$ cat config.mk
export PLATFORM = sky130hd
export DESIGN_NAME = fetcher_icache
export DESIGN_NICKNAME = d
export VERILOG_FILES = /design/src/rtl/fetcher_icache.sv
export SDC_FILE = /design/constraint.sdc
export NUM_CORES = 1
export LEC_CHECK = 0
export BUFFER_PORTS_ARGS = -buffer_cell sky130_fd_sc_hd__buf_2
export CORE_UTILIZATION = 35
export CTS_BUF_LIST = sky130_fd_sc_hd__clkbuf_4
export CTS_CLUSTER_DIAMETER = 100
export DETAILED_ROUTE_END_ITERATION = 6
export PLACE_DENSITY_LB_ADDON = 0.2
export SYNTH_ARGS = -nofsm -noshare
export SYNTH_HDL_FRONTEND = slang
export SYNTH_SLANG_ARGS = --single-unit
export TNS_END_PERCENT = 50
$ cat constraint.sdc
create_clock -name clk -period 10 [get_ports clk]
set_clock_uncertainty 0.2 [all_clocks]
set_input_delay 1 -clock clk [delete_from_list [all_inputs] [get_ports clk]]
set_output_delay 1 -clock clk [all_outputs]
set_load 0.02 [all_outputs]
$ cat src/rtl/fetcher_icache.sv
// fetcher_icache: instruction fetch stage with a direct-mapped one-instruction-per-line cache.
//   clk, reset              : clock, synchronous active-high reset
//   core_state, current_pc  : core FSM state and address to fetch
//   invalidate              : one-cycle pulse clearing every valid bit
//   mem_read_*              : program memory valid/ready read handshake
//   fetcher_state           : IDLE=000 FETCHING=001 FETCHED=010
//   instruction             : registered instruction, stable while FETCHED
//   hit_count, miss_count   : saturating lookup statistics
module fetcher_icache #(
   parameter int PROGRAM_MEM_ADDR_BITS = 8,
   parameter int PROGRAM_MEM_DATA_BITS = 16,
   parameter int CACHE_LINES = 4
) (
   input  logic                             clk,
   input  logic                             reset,
   input  logic [2:0]                       core_state,
   input  logic [PROGRAM_MEM_ADDR_BITS-1:0] current_pc,
   input  logic                             invalidate,
   output logic                             mem_read_valid,
   output logic [PROGRAM_MEM_ADDR_BITS-1:0] mem_read_address,
   input  logic                             mem_read_ready,
   input  logic [PROGRAM_MEM_DATA_BITS-1:0] mem_read_data,
   output logic [2:0]                       fetcher_state,
   output logic [PROGRAM_MEM_DATA_BITS-1:0] instruction,
   output logic [15:0]                      hit_count,
   output logic [15:0]                      miss_count
);
   localparam int IW = $clog2(CACHE_LINES);
   localparam int TW = PROGRAM_MEM_ADDR_BITS - IW;
   localparam logic [2:0] C_FETCH = 3'b001;
   localparam logic [2:0] C_DECODE = 3'b010;
   typedef enum logic [2:0] {S_IDLE = 3'b000, S_FETCHING = 3'b001, S_FETCHED = 3'b010} state_t;
   state_t                             r_state;
   logic                               r_mem_read_valid;
   logic [PROGRAM_MEM_ADDR_BITS-1:0]   r_mem_read_address;
   logic [PROGRAM_MEM_DATA_BITS-1:0]   r_instruction;
   logic [15:0]                        r_hit_count;
   logic [15:0]                        r_miss_count;
   logic [CACHE_LINES-1:0]             r_valid;
   logic [TW-1:0]                      r_tag [CACHE_LINES];
   logic [PROGRAM_MEM_DATA_BITS-1:0]   r_data [CACHE_LINES];
   logic [IW-1:0]                      w_idx;
   logic [TW-1:0]                      w_tag;
   logic [IW-1:0]                      w_fidx;
   logic [TW-1:0]                      w_ftag;
   logic                               w_hit;
   logic                               w_fill;
   assign w_idx  = current_pc[IW-1:0];
   assign w_tag  = current_pc[PROGRAM_MEM_ADDR_BITS-1:IW];
   // fills are placed by the registered request address, not the live pc
   assign w_fidx = r_mem_read_address[IW-1:0];
   assign w_ftag = r_mem_read_address[PROGRAM_MEM_ADDR_BITS-1:IW];
   assign w_hit  = r_valid[w_idx] && (r_tag[w_idx] == w_tag);
   assign w_fill = (r_state == S_FETCHING) && mem_read_ready;
   assign mem_read_valid   = r_mem_read_valid;
   assign mem_read_address = r_mem_read_address;
   assign fetcher_state    = r_state;
   assign instruction      = r_instruction;
   assign hit_count        = r_hit_count;
   assign miss_count       = r_miss_count;
   always_ff @(posedge clk) begin
      if (reset) begin
         r_state            <= S_IDLE;
         r_mem_read_valid   <= 1'b0;
         r_mem_read_address <= '0;
         r_instruction      <= '0;
         r_hit_count        <= '0;
         r_miss_count       <= '0;
         r_valid            <= '0;
      end else begin
         case (r_state)
            S_IDLE:
               if (core_state == C_FETCH) begin
                  if (w_hit) begin
                     r_instruction <= r_data[w_idx];
                     r_hit_count   <= r_hit_count + 16'(r_hit_count != 16'hFFFF);
                     r_state       <= S_FETCHED;
                  end else begin
                     r_mem_read_valid   <= 1'b1;
                     r_mem_read_address <= current_pc;
                     r_miss_count       <= r_miss_count + 16'(r_miss_count != 16'hFFFF);
                     r_state            <= S_FETCHING;
                  end
               end
            S_FETCHING:
               if (mem_read_ready) begin
                  r_mem_read_valid <= 1'b0;
                  r_instruction    <= mem_read_data;
                  r_valid[w_fidx]  <= 1'b1;
                  r_state          <= S_FETCHED;
               end
            S_FETCHED:
               if (core_state == C_DECODE) r_state <= S_IDLE;
            default: r_state <= S_IDLE;
         endcase
         // placed last so a coincident fill still ends with its line invalid
         if (invalidate) r_valid <= '0;
      end
   end
   always_ff @(posedge clk) begin
      if (w_fill && !reset) begin
         r_tag[w_fidx]  <= w_ftag;
         r_data[w_fidx] <= mem_read_data;
      end
   end
endmodule

# After elaboration in Yosys (flattened, before gate mapping)
# Memories as Yosys holds them, arrays and structs flattened.
# Index checks and enable logic that the tools add are counted.
[word_totals]
ff_bits = 64
ram_bits = 88
out_inout_bits = 60
elab_cells = 61
memories = 2
[memory_table]
columns = ["name", "depth", "width", "read_ports", "rd_clocked_by_memory_dff", "write_ports", "line", "source"]
rows = [
  ["r_data", 4, 16, 1, 0, 1, "41", "logic [PROGRAM_MEM_DATA_BITS-1:0] r_data [CACHE_LINES];"],
  ["r_tag", 4, 6, 1, 0, 1, "40", "logic [TW-1:0] r_tag [CACHE_LINES];"],
]
[op_classes]
addsub = 2
n_lt_le_gt_ge = 3
eq_ne = 12
muxes = 19
bitwise = 2
reduce_logical = 14
[op_table]
columns = ["cell", "count"]
rows = [
  ["$mux W16", 3],
  ["$add A16 B1 Y16", 2],
  ["$ne A16 B16 Y1 const B", 2],
  ["$pmux W16 S2", 1],
  ["$ne A2 B2 Y1 const B", 5],
  ["$mux W3", 3],
  ["$pmux W3 S3", 1],
  ["$reduce_and A3 Y1", 3],
  ["$reduce_and A4 Y1", 2],
  ["$mux W1", 7],
  ["$eq A3 B1 Y1 const B", 2],
  ["$eq A3 B2 Y1 const B", 2],
  ["$eq A6 B6 Y1", 1],
  ["$lt A2 B3 Y1 const B", 2],
  ["$logic_and A1 B1 Y1", 4],
  ["$or A4 B4 Y4", 1],
  ["$logic_not A3 Y1", 1],
  ["$bmux W1 S2", 1],
  ["$demux W1 S2", 1],
  ["$ge A2 B1 Y1 const B", 1],
  ["$mux W2", 1],
  ["$pmux W1 S2", 1],
  ["$reduce_and A2 Y1", 1],
  ["$reduce_bool A2 Y1", 1],
  ["other kinds (3)", 3],
]

# Longest topological paths before layout
# Gate-level depths: netlist of the first run.
[depth]
depth_word = 6
depth_mapped = 12
depth_no_buf = 12

# Least setup slack after synthesis of the first run
# No wires, ideal clock.
[synth_timing]
path_type = "reg2reg"
start = "register r_state[0] (netlist: fetcher_state[0])"
end = "memory r_data[2][0], enable pin"
t_arrival_ps = 3138
slack_ps = 6234
stages_incl_launch_ff = 6
synth_period_minus_slack_ps = 3766
cell_sequence = "dfxtp_1 nand2b_1 clkbuf_1 buf_1 or3_1 nor3_1"
[synth_between]
elab_chain_len = 5
[synth_rtl]
columns = ["element", "line", "source"]
rows = [
  ["start, declared", "33", "state_t r_state;"],
  ["start signal, assigned", "63", "r_state <= S_IDLE;"],
  ["start signal, assigned", "77", "r_state <= S_FETCHED;"],
  ["start signal, assigned", "82", "r_state <= S_FETCHING;"],
  ["$eq A3 B1 Y1", "54", "assign w_fill = (r_state == S_FETCHING) && mem_read_ready;"],
  ["$logic_and A1 B1 Y1", "54", ""],
  ["$logic_and A1 B1 Y1", "101", "if (w_fill && !reset) begin"],
  ["$mux W1", "101", ""],
  ["$mux W1 (not written as such)", "103", "r_data[w_fidx] <= mem_read_data;"],
  ["end, declared", "41", ""],
]
# Every way passes these cells.

# Final worst setup path of the first run
[layout_timing]
start = "input port current_pc[0]"
end = "register r_hit_count[12] (netlist: hit_count[12])"
[layout_between]
elab_chain_len = 4
word_cells_on_any_way = 6
classes_between = "eq/ne (1); mux (2); reduce/logical (2); memory (1)"
[layout_rtl]
columns = ["element", "line", "source"]
rows = [
  ["start, declared", "17", "input logic [PROGRAM_MEM_ADDR_BITS-1:0] current_pc,"],
  ["$mem_v2 Z4 W6 or $bmux W1 S2 (tied branches)", "n/a", ""],
  ["$eq A6 B6 Y1 or $mux W1 (tied branches)", "53", "assign w_hit = r_valid[w_idx] && (r_tag[w_idx] == w_tag);"],
  ["$logic_and A1 B1 Y1 *", "53", ""],
  ["$reduce_and A3 Y1 (no source line) *", "n/a", ""],
  ["end signal, assigned", "76", "r_hit_count <= r_hit_count + 16'(r_hit_count != 16'hFFFF);"],
  ["end, declared", "37", "logic [15:0] r_hit_count;"],
]
# Every way passes the cells marked *; elsewhere a longest branch is shown, timed or not. The select of a mux whose other input is x is not followed.
# A chain may end at the register's enable or synchronous reset.

==> impl_metrics.toml, run 1 <==
[drt]
vias_per_cell = 5.35
drc = 0
drt_iter0_markers = 261
wl_per_cell_um = 17.8
dr.pass1.iters = 4
vias = 4526
routed_wl_um = 15100
ant_nets = 0

[worst_setup_path]
worstPathCellList = "buf_2 -> mux4_2 -> xnor2_1 -> o2111ai_1 -> a211o_1 -> buf_4 -> nor4_1 -> mux2_2"
arrival_ns = 3.98
timing.rr.start = "fetcher_state[0]"
cp_slowest_cell = "buf_2"
criticalPathCategory = "in2reg"
timing.rr.end = "instruction[1]"
crit_path_start_kind = "primary input"
end_kind = "register"
critPathMaxStageDelay_ns = 0.60
worstPathRequired_ns = 10.25
rr_worst_depth = 5
rrSetupSlack_ns = 6.88
worst-path-max-fanout = 51

[clocking]
post_cts_buffers = 0
cts_resized = 0
htree_levels = 4
cts_sinks = 151
clk_pin_slew_ns = 0.13
clock_latency_ns = 0.56
cts_tree = "done"
cts_buffers = 17
ctsHoldBuffers = 0
clock_path_buffers = 2
root_buffer = "clkbuf_4"

[grt]
track_usage = 0.166
antenna_found_initial = 1
first_global_vias = 4352
grt_pass1_wl_um = 23500
grt.overflow.total = 0
grt_max_degree = 66

[timing]
hold_viol_final = 0
timing.final.crit_share = 0.373
final_max_slew_viol_count = 0
min_period_ns = 3.73
fmax_mhz = 268
setup_viol_count_final = 0
fin_setup_tns_ns = 0
whs_ns = 0.265
worstMarginPinSlew_ns = 1.15
slew_headroom = 0.226
rsz0062_at_grt = "no"

[cells_and_area]
diodes = 0
finish.utilization = 0.412
stdcell_area_um2 = 7390
drive_gt1_frac = 0.250
num-nets-final = 640
area_delta_synth_final_pct = 15.0

[placement]
hpwl_um = 9560
place_area_um2 = 7120
gp_congestion = 0.750
port_buffers = 89

[synthesis]
syn_nets = 559
ys_async_sr_fraction = 0
synth_edf_count = 88
yosys_warnings = 0
avgSynthCellArea_um2 = 12.3
synthCells = 523
netlist_area_um2 = 6430
synth_seq_cells = 151
synth.distinct_cells = 45
synthFlopType = "edfxtp_1"
synth-seq-area-share = 0.607

[power]
ir_worst_vdd_v = 0.0000928
power_w = 0.00110
leakagePower_nw = 2.60
powerDensity_nw_per_um2 = 149

[die]
core_area_um2 = 18000
boundaryPins = 91
die-area_um2 = 18900
initial_utilization = 0.358
chipWidth_um = 138
chipHeight_um = 138
core.rowCount = 49

[min_path]
hold_class = "reg2reg"
hold_end = "instruction[10]"
holdPathStages = 2
hp-start = "instruction[10]"

[job]
cap_violations = 0

[outcome]
status = "completed"
==> final cells by class <==
class,count,area (um2)
fillers,1723,10600
flip-flops and latches,151,3900
multi-input cells,311,2310
repair buffers,99,520
well taps,229,287
clock inverters,14,144
clock buffers,18,135
inverters,24,90.1
==> through the flow <==
step / setup WS (ns) / std cells
global route: 6.11 / 846
floorplan: 6.23 / 523
finish: 6.27 / 846
global placement: 5.69 / 814
CTS: 6.29 / 846
detailed placement: 5.68 / 814
==> metal layers <==
metal,GRT usage,vias up,part of all wire
met1,0.217,2209,0.46
met4,0.0476,2,0.011
li1,-,2179,-
met3,0.0460,18,0.052
met2,0.270,118,0.48
met5,0,-,0.0011
==> worst max-delay path: cells and delay by family <==
kind,cells,cell delay (ns)
compound gates,2,0.58
xor+xnor,1,0.16
buf+inv,2,0.91
mux,2,0.97
simple gates,1,0.32
==> synth_stat cells, types with 3 or more instances <==
library cell,n,share of area
nor3_1,10,0.0078
ha_1,5,0.0097
nand3_1,26,0.020
buf_1,4,0.0023
a31oi_1,4,0.0039
o31ai_1,20,0.023
and4_1,4,0.0054
nand2_1,26,0.015
dfxtp_1,63,0.20
inv_1,23,0.013
mux2i_1,27,0.042
and3_1,4,0.0039
or3_1,6,0.0058
nor2_1,9,0.0053
nor4_1,3,0.0029
xor2_1,6,0.0082
mux4_2,17,0.060
nand4_1,12,0.012
or4_1,21,0.025
o21ai_0,15,0.012
clkbuf_1,22,0.013
buf_2,9,0.0070
a21oi_1,56,0.044
edfxtp_1,88,0.41
a211oi_1,16,0.019
==> placed cells by master (no fill, tap or decap), types with 12 or more instances in the layout <==
cell type / synthesis / layout
inv_1: 23 / 23
or4_1: 21 / 21
clkbuf_4: 0 / 18
o31ai_1: 20 / 20
dfxtp_1: 63 / 63
edfxtp_1: 88 / 88
nand3_1: 26 / 26
nand4_1: 12 / 12
o21ai_0: 15 / 15
nand2_1: 26 / 26
mux2i_1: 27 / 27
mux4_2: 17 / 17
a211oi_1: 16 / 16
buf_2: 9 / 89
a21oi_1: 56 / 56
==> registers in the layout, summed over array words and instances, names as in the netlist <==
| signal | cells |
|---|---|
| r_data | 64 |
| r_tag | 24 |
| hit_count | 16 |
| instruction | 16 |
| miss_count | 16 |
| mem_read_address | 8 |
| r_valid | 4 |
| fetcher_state | 2 |
| mem_read_valid | 1 |
==> power by group <==
group | internal [W] | switching (W)
Clock | 0.000153 | 0.000225
Combinational | 0.0000222 | 0.0000372
Sequential | 0.000659 | 0.00000325
==> kinds of logic after synthesis <==
| group | count (synthesis) | share of synthesized area |
|---|---|---|
| AND/OR/NAND/NOR | 126 | 0.109 |
| XOR/XNOR | 8 | 0.0109 |
| multiplexers | 46 | 0.105 |
| buffers and inverters | 61 | 0.0385 |
| AO/OA/AOI/OAI | 125 | 0.120 |
| other | 1 | 0.000583 |
| flip-flops | 151 | 0.607 |
| adder cells (fa/ha/maj) | 5 | 0.00973 |
==> how the worst max path moves through the flow <==
stage,from,end,slack (ns),cells after the start
CTS,current_pc[0],hit_count[12],6.29,8
floorplan,fetcher_state[0],r_data[2][0],6.23,5
detailed placement,current_pc[0],hit_count[12],5.68,8
global placement,current_pc[0],hit_count[12],5.69,8
finish,current_pc[0],hit_count[12],6.27,8
global route,current_pc[0],hit_count[12],6.11,8
No activity file was read; power rests on OpenSTA's default activity.
==> run 2, diff against run 1 <==
Settings changed: ABC_AREA set to 1.
Clock period 10 ns to 3.7 ns, I/O delays scaled along.
==> run 2 against run 1 <==
Sequential power grew to 2.7 times the previous value. Sequential share of layout area is 3.7 points lower. Sequential cell count stayed put. Register-to-register slack worse by 5.7 ns. Power grew to 2.8 times the previous value. Wire length is 8.6% higher. Largest cell class unchanged.
==> impl_metrics.toml, run 2 <==
[outcome]
status = "completed"

[die]
boundaryPins = 91
core_area_um2 = 18700
die-area_um2 = 19700
initial_utilization = 0.358
chipWidth_um = 140
chipHeight_um = 140
core.rowCount = 50

[grt]
track_usage = 0.173
first_global_vias = 4972
grt.overflow.total = 0
antenna_found_initial = 1
grt_max_degree = 44
grt_pass1_wl_um = 26000

[timing]
timing.final.crit_share = 0.688
hold_viol_final = 0
min_period_ns = 2.55
setup_viol_count_final = 0
worstMarginPinSlew_ns = 0.993
rsz0062_at_grt = "no"
fmax_mhz = 393
final_max_slew_viol_count = 0
setup_slack_ns = 1.15
whs_ns = 0.0836
fin_setup_tns_ns = 0
slew_headroom = 0.337

[synthesis]
syn_nets = 761
synthFlopType = "edfxtp_1"
synth_top_area_frac = 0.394
yosys_warnings = 0
netlist_area_um2 = 6700
synthCells = 725
synth_seq_cells = 151
synth-seq-area-share = 0.583
synthTopCellsByArea = "edfxtp_1, dfxtp_1, nand2_1, nor2_1, nand3_1"
avgSynthCellArea_um2 = 9.24
ys_async_sr_fraction = 0
synth.distinct_cells = 34
yosysMostFrequentCell = "nand2_1"
yosys-top-cells-count = "nand2_1, nor2_1, edfxtp_1, dfxtp_1, nand3_1"
synth_edf_count = 88
synth_top_area_cell = "edfxtp_1"

[clocking]
root_buffer = "clkbuf_4"
clock_latency_ns = 0.58
cts_resized = 0
cts_buffers = 17
cts_sinks = 151
clk_pin_slew_ns = 0.14
cts_tree = "done"
clock_path_buffers = 2
post_cts_buffers = 0
htree_levels = 4

[drt]
vias = 5298
routed_wl_um = 16400
drt_iter0_markers = 233
drc = 0
dr.pass1.iters = 4
ant_nets = 0
wl_per_cell_um = 15.0
vias_per_cell = 4.87

[worst_setup_path]
worstPathRequired_ns = 4.00
worst-path-max-fanout = 5
crit_path_start_kind = "register"
criticalPathCategory = "reg2reg"
timing.rr.end = "hit_count[14]"
timing.rr.start = "hit_count[4]"
rr_worst_depth = 13
end_kind = "register"
rrSetupSlack_ns = 1.15
arrival_ns = 2.85

[cells_and_area]
regArea_um2 = 3900
layout.cells.most_common = "nand2_1"
stdcell_area_um2 = 7950
top_register = "r_data"
multiInputGateArea_um2 = 2470
fillers = 1840
area_delta_synth_final_pct = 18.6
largest_register_ffs = 64
finish.utilization = 0.425
reg_top3 = "r_data: 64 flops, r_tag: 24 flops"
final_cell_mix = "nand2_1, nor2_1, buf_2, edfxtp_1, dfxtp_1"
num-nets-final = 876
drive_gt1_frac = 0.176

[placement]
gp_congestion = 0.815
hpwl_um = 10300
place_area_um2 = 7400
port_buffers = 89
preCtsSetupSlack_ns = 0.804

[job]
cap_violations = 0

[min_path]
hold_end = "miss_count[2]"
hp-start = "reset"
holdPathStages = 2
hold_class = "in2reg"

[power]
ir_worst_vdd_v = 0.000200
powerDensity_nw_per_um2 = 387
leakagePower_nw = 3.09
==> run 2: cell count changes after synthesis, sizes merged, moves of 20 or more <==
cell / delta
nand2: +117
o21ai: +33
or4: -21
o31ai: -20
nor2: +98
nand3: +29
==> run 2: kinds of logic (layout without fill, tap and decap cells) <==
group / count (synthesis) / after routing / share of synthesized area
adders and majority gates: 5 / 5 / 0.00934
xor gates and xnor gates: 21 / 21 / 0.0275
DFF: 151 / 151 / 0.583
AOI/OAI and AO/OA: 109 / 109 / 0.0863
buffers and inverters: 78 / 206 / 0.0508
other: 1 / 2 / 0.000560
and+or+nand+nor: 344 / 344 / 0.219
muxes: 16 / 16 / 0.0239
==> run 2: power breakdown <==
part	leakage, nW	switching (W)	internal, W
clock	0.156	0.000680	0.000364
combinational	1.61	0.000147	0.0000825
sequential	1.32	0.0000130	0.00179
==> run 2: worst max path at each step <==
stage / slack, ns / cells after the start / to / start
after floorplan: 0.38 / 6 / r_data[2][0] / fetcher_state[0]
after global placement: 0.89 / 12 / mem_read_valid / current_pc[0]
after detailed placement: 0.80 / 12 / miss_count[13] / current_pc[0]
after CTS: 1.18 / 13 / hit_count[14] / hit_count[4]
after global routing: 0.92 / 13 / hit_count[13] / hit_count[4]
final: 1.15 / 13 / hit_count[14] / hit_count[4]
==> run 2: cell type report <==
cell class                      instances  share of cell area
Clock inverter                         15              0.0198
Timing Repair Buffer                  131               0.104
Clock buffer                           17              0.0161
Antenna cell                            1            0.000315
Multi-Input combinational cell        496               0.311
Tap cell                              234              0.0369
Inverter                               43              0.0203
Sequential cell                       151               0.491
==> run 2: through the flow <==
stage	total power, W	instances
floorplan	0.00197	725
global placement	0.00205	1029
detailed placement	0.00205	1029
CTS	0.00311	1087
global route	0.00321	1088
finish	0.00307	1088
==> run 2: worst max-delay path: stages (launching register included) <==
cell and delay [ns]:
dfxtp_1 0.47, nand2_1 0.11, inv_1 0.08, nand3_1 0.11
nor3_1 0.30, nand3_1 0.16, ha_1 0.24, ha_1 0.18
inv_1 0.07, nor3_1 0.06, nand3_1 0.09, xor2_1 0.15
nand4_1 0.12, a21oi_1 0.15
==> run 2: metal layers <==
layer	routed length (um)	part of all wire	track usage
met5	0	0	0
met4	185	0.011	0.0654
met3	555	0.034	0.0349
met2	7810	0.48	0.288
met1	7800	0.48	0.222
==> run 2: what timing repair did <==
item / CTS / global route
endpoints found under the setup margin: 0 / 0
hold buffers: 26 / 0
hold endpoints to repair: 91 / 0
